**src/rtl/load_store_unit.sv**
```systemverilog
// rtl/load_store_unit.sv - byte/half/word load-store unit with read-modify-write sub-word stores
module load_store_unit #(
    parameter int MEM_DEPTH_LOG2 = 8
) (
    input  logic        clk,
    input  logic        reset,
    input  logic        req,
    input  logic        is_store,
    input  logic [2:0]  mem_op,
    input  logic [31:0] addr,
    input  logic [31:0] wdata,
    output logic        ready,
    output logic        done,
    output logic [31:0] load_data,
    output logic        fault,
    output logic        mem_read,
    output logic        mem_write,
    output logic [31:0] mem_addr,
    output logic [31:0] mem_wdata,
    input  logic [31:0] mem_rdata
);

    typedef enum logic [2:0] {
        S_IDLE,
        S_RD,
        S_RD_WAIT,
        S_WR,
        S_DONE
    } state_t;

    state_t      state_q, state_d;
    logic        is_store_q, is_store_d;
    logic [2:0]  mem_op_q, mem_op_d;
    logic [31:0] addr_q, addr_d;
    logic [31:0] mem_wdata_q, mem_wdata_d;
    logic [31:0] load_data_q, load_data_d;
    logic        fault_q, fault_d;

    logic        op_illegal, misaligned, out_of_range;
    logic [4:0]  lane_shift;
    logic [31:0] rd_shifted, lane_mask, merged, extended;

    // Request screening works on the live inputs so the verdict is ready at the accepting edge.
    always_comb begin
        op_illegal = 1'b0;
        misaligned = 1'b0;
        if (is_store) begin
            op_illegal = mem_op[2] | (mem_op[1:0] == 2'b11);
        end else begin
            op_illegal = (mem_op[1:0] == 2'b11) | (mem_op[2:1] == 2'b11);
        end
        if (mem_op[1:0] == 2'b01) begin
            misaligned = addr[0];
        end else if (mem_op[1:0] == 2'b10) begin
            misaligned = (addr[1:0] != 2'b00);
        end
        out_of_range = ((addr[31:2] >> MEM_DEPTH_LOG2) != 30'd0);
    end

    // Halfword lanes are 2-byte aligned, so the byte shift serves both sizes.
    always_comb begin
        lane_shift = {addr_q[1:0], 3'b000};
        rd_shifted = mem_rdata >> lane_shift;
        lane_mask  = (mem_op_q[1:0] == 2'b00) ? (32'h0000_00FF << lane_shift)
                                              : (32'h0000_FFFF << lane_shift);
        merged     = (mem_rdata & ~lane_mask) | ((mem_wdata_q << lane_shift) & lane_mask);
        case (mem_op_q)
            3'b000:  extended = {{24{rd_shifted[7]}}, rd_shifted[7:0]};
            3'b001:  extended = {{16{rd_shifted[15]}}, rd_shifted[15:0]};
            3'b100:  extended = {24'd0, rd_shifted[7:0]};
            3'b101:  extended = {16'd0, rd_shifted[15:0]};
            default: extended = mem_rdata;
        endcase
    end

    always_comb begin
        state_d     = state_q;
        is_store_d  = is_store_q;
        mem_op_d    = mem_op_q;
        addr_d      = addr_q;
        mem_wdata_d = mem_wdata_q;
        load_data_d = load_data_q;
        fault_d     = fault_q;
        case (state_q)
            S_IDLE: begin
                if (req) begin
                    is_store_d  = is_store;
                    mem_op_d    = mem_op;
                    addr_d      = addr;
                    mem_wdata_d = wdata;
                    if (op_illegal || misaligned || out_of_range) begin
                        fault_d = 1'b1;
                        state_d = S_DONE;
                    end else if (is_store && mem_op == 3'b010) begin
                        state_d = S_WR;
                    end else begin
                        state_d = S_RD;
                    end
                end
            end
            S_RD: begin
                state_d = S_RD_WAIT;
            end
            S_RD_WAIT: begin
                if (is_store_q) begin
                    mem_wdata_d = merged;
                    state_d     = S_WR;
                end else begin
                    load_data_d = extended;
                    state_d     = S_DONE;
                end
            end
            S_WR: begin
                state_d = S_DONE;
            end
            S_DONE: begin
                fault_d = 1'b0;
                state_d = S_IDLE;
            end
            default: begin
                state_d = S_IDLE;
            end
        endcase
    end

    always_ff @(posedge clk or negedge reset) begin
        if (!reset) begin
            state_q     <= S_IDLE;
            is_store_q  <= 1'b0;
            mem_op_q    <= 3'b000;
            addr_q      <= 32'd0;
            mem_wdata_q <= 32'd0;
            load_data_q <= 32'd0;
            fault_q     <= 1'b0;
        end else begin
            state_q     <= state_d;
            is_store_q  <= is_store_d;
            mem_op_q    <= mem_op_d;
            addr_q      <= addr_d;
            mem_wdata_q <= mem_wdata_d;
            load_data_q <= load_data_d;
            fault_q     <= fault_d;
        end
    end

    assign ready     = (state_q == S_IDLE);
    assign done      = (state_q == S_DONE);
    assign fault     = (state_q == S_DONE) & fault_q;
    assign mem_read  = (state_q == S_RD);
    assign mem_write = (state_q == S_WR);
    assign load_data = load_data_q;
    assign mem_addr  = (state_q != S_IDLE) ? {2'b00, addr_q[31:2]} : 32'd0;
    assign mem_wdata = (state_q != S_IDLE) ? mem_wdata_q : 32'd0;

endmodule

```
**config.mk**
```make
export PLATFORM = sky130hd
export DESIGN_NAME = load_store_unit
export DESIGN_NICKNAME = d
export VERILOG_FILES = /design/src/rtl/load_store_unit.sv
export SDC_FILE = /design/constraint.sdc
export NUM_CORES = 1
export LEC_CHECK = 0
export CAP_MARGIN = 0
export CORE_MARGIN = 2
export CORE_UTILIZATION = 25
export CTS_CLUSTER_DIAMETER = 100
export DETAILED_ROUTE_END_ITERATION = 10
export SLEW_MARGIN = 25
export SYNTH_ARGS = -nofsm -noshare
export SYNTH_HDL_FRONTEND = slang
export SYNTH_SLANG_ARGS = --single-unit
```
**constraint.sdc**
```tcl
create_clock -name clk -period 2.04 [get_ports clk]
set_clock_uncertainty 0.1 [all_clocks]
set_input_delay 0.204 -clock clk [delete_from_list [all_inputs] [get_ports clk]]
set_output_delay 0.204 -clock clk [all_outputs]
set_load 0.02 [all_outputs]
```
==> impl_metrics.csv <==
group,metric,value,unit
place,gp_congestion,0.788,
finish,final_layout_size_suffix_gt1_frac,0.284,
floorplanning,die-area,24700,um^2
place,dp_slack,-53.9,ps
routing,routed_via_density,4.71,
job,maxCapViolCount,0,
hold_path,hp-class,"input pin to asynchronous set/reset pin",
worst_setup_path,path_max_fanout,8,
clocking,clkTransAtPathRegs,70,ps
logic_synthesis,synth_compound_area_frac,0.142,
power,p_leak,3.93,nW
sta,max_freq,487,MHz
clocking,tritoncts,"built",
floorplanning,io_pins,204,
logic_synthesis,synthAdderAreaFrac,0,
routing,wl_per_cell,18.7,um
finish,syn2layout_area_growth,55.3,%
logic_synthesis,avgSynthCellArea,9.89,um^2
worst_setup_path,arrival,1750,ps
sta,finalSetupViolations,7,
logic_synthesis,synthMuxAreaShare,0.175,
finish,final_nets,928,
floorplanning,fp.dieW,157,um
worst_setup_path,cp-end-kind,"output pin",
logic_synthesis,synth_xor_area_frac,0,
sta,setup_ws,-11.9,ps
floorplanning,fp.dieH,157,um
sta,worst_hold_slack,246,ps
power,power,0.00671,W
clocking,numCtsBuffers,9,
sta,slew_violations,0,
sta,rsz0062_at_grt,"yes",
routing,vias,5423,
logic_synthesis,yosysWarnings,0,
floorplanning,core,23300,um^2
sta,period_needed,2050,ps
routing,ant_nets,0,
finish,multi_input_area,3150,um^2
worst_setup_path,worstPathRequired,1740,ps
finish,layout.area.seq,2600,um^2
clocking,cts_max_path_buffers,2,
logic_synthesis,synth_edf_count,0,
global_routing,antenna_found_initial,3,
logic_synthesis,synthSimpleGateAreaFrac,0.199,
outcome,violations,"negative setup slack",
global_routing,grt_max_degree,44,
logic_synthesis,ys_types,47,
sta,hold_viol,0,
logic_synthesis,ys_async_sr_fraction,1.00,
global_routing,grt.total_usage,0.170,
logic_synthesis,synth_top_family_by_area,"simple AND/OR/NAND/NOR gates",
logic_synthesis,synth-seq-area-share,0.443,
floorplanning,initial_utilization,0.252,
global_routing,grt.overflow.total,0,
routing,drtPass1Iterations,4,
global_routing,grt_pass1_wl,31.9,mm
place,portBuffers,201,
finish,n_fill_cell,2396,
logic_synthesis,synth_ff_type,"dfrtp_1",
power,power_density,735,nW/um^2
clocking,cts_max_level,3,
logic_synthesis,synth_area,5870,um^2
clocking,clk_latency,360,ps
logic_synthesis,synthCells,594,
sta,finalCritPeriodShare,1.01,
power,ir_worst_vdd,0.443,mV
place,dp.cells,1117,
place,hpwlAfterDp,15.8,mm
worst_setup_path,critical_path_class,"register to output pin",
finish,final_cells,1151,
routing,drt_iter0_drc,286,
floorplanning,rows,56,
sta,slew_headroom,0.529,
clocking,cts_sinks,104,
finish,fin_util,0.392,
global_routing,grt_pass1_vias,5430,
worst_setup_path,start_kind,"register",
clocking,cts_root_buf,"clkbuf_16",
routing,wl,21.5,mm
routing,drc,0,
sta,worst_slew_pin_slew,697,ps
outcome,status,"finished, violations left",
logic_synthesis,ys_ff_latch,104,
cells in the final DEF, fill, tap and decap left out, types with 3 or more instances in the layout:
master / count
nand3_2: 10
nor2_1: 19
nand2_1: 46
buf_4: 55
buf_12: 13
nor2b_2: 6
nor4_1: 5
a2bb2oi_1: 14
mux2i_1: 41
inv_6: 3
buf_6: 19
a32o_1: 7
clkbuf_16: 12
nor2b_4: 9
nor2b_1: 48
clkdlybuf4s15_2: 9
buf_2: 30
o211ai_1: 16
nand2b_1: 10
o21ai_0: 25
dlygate4sd2_1: 3
nand3_1: 39
clkdlybuf4s50_1: 133
inv_1: 4
nor3_1: 3
a21oi_1: 36
o22ai_1: 15
mux2_2: 53
or3_1: 3
dfrtp_1: 103
cells by family after synthesis:
group                  after synthesis
other                                1
and+or+nand+nor                    212
DFF                                104
buffers and inverters               54
AOI/OAI and AO/OA                  128
muxes                               95
cell type report:
type | instances | share of cell area
timing repair buffer | 269 | 0.289
multi-input combinational | 437 | 0.346
tap | 319 | 0.0438
inverter | 4 | 0.00165
antenna | 2 | 0.000549
clock inverter | 7 | 0.00919
clock buffer | 9 | 0.0247
sequential | 104 | 0.286
power by group:
group	total [W]	internal [W]	switching, W
combinational	0.00229	0.00119	0.00110
clock	0.00185	0.000978	0.000874
sequential	0.00256	0.00236	0.000207
Yosys cell counts, types with 7 or more instances:
library cell	number	area [um^2]
a21oi_1	36	180
a2bb2oi_1	14	123
a32o_1	7	70.1
buf_2	7	35.0
clkbuf_1	35	131
dfrtp_1	104	2600
mux2_2	53	597
mux2i_1	41	410
nand2_1	46	173
nand2b_1	10	62.6
nand3_1	39	195
nand3_2	10	100
nor2_1	19	71.3
nor2b_1	63	394
o211ai_1	16	120
o21ai_0	25	125
o22ai_1	15	93.8
through the flow:
stage | TNS [ps] | area (um^2)
2_1_floorplan | -1020 | 5880
3_3_place_gp | -11.5 | 8610
3_5_place_dp | -619 | 8610
4_1_cts | -4100 | 8890
5_1_grt | -3060 | 9120
6_report | -45.7 | 9120
metal layers:
layer	track usage	up-vias	routed length [um]	part of all wire
li1	-	2606	-	-
met1	0.224	2628	9400	0.44
met2	0.278	168	10400	0.48
met3	0.0419	19	1380	0.064
met4	0.0433	2	299	0.014
met5	0	-	13	0.00060
worst max-delay path, cell delays in order, from the launching register on:
cell and delay [ps]:
dfrtp_1 390, buf_6 140, nor3_4 190, buf_6 150, buf_6 160, clkbuf_16 160
nor2b_1 50, buf_2 150
final timing paths:
check                      cells after the start         start  slack, ps             end
max in group asynchronous                      3         reset        990  mem_wdata_q[5]
hold / removal                                 2         reset        250       addr_q[2]
hold reg to reg                                2  load_data[3]        390    load_data[3]
setup reg to reg                               5    state_q[2]         20   load_data[16]
min in group clk                               3     wdata[31]        340        register
setup / recovery                               7    state_q[2]        -10    mem_addr[28]
repair_timing:
item / CTS / global route
setup endpoints to repair: 67 / 120
setup buffers: 7 / 6
hold buffers: 1 / 0
resized for setup: 253 / 70
cloned: 3 / 3
pin swaps: 1 / 1
endpoints found under the hold margin: 31 / 0
No activity file was read; power rests on OpenSTA's default activity.
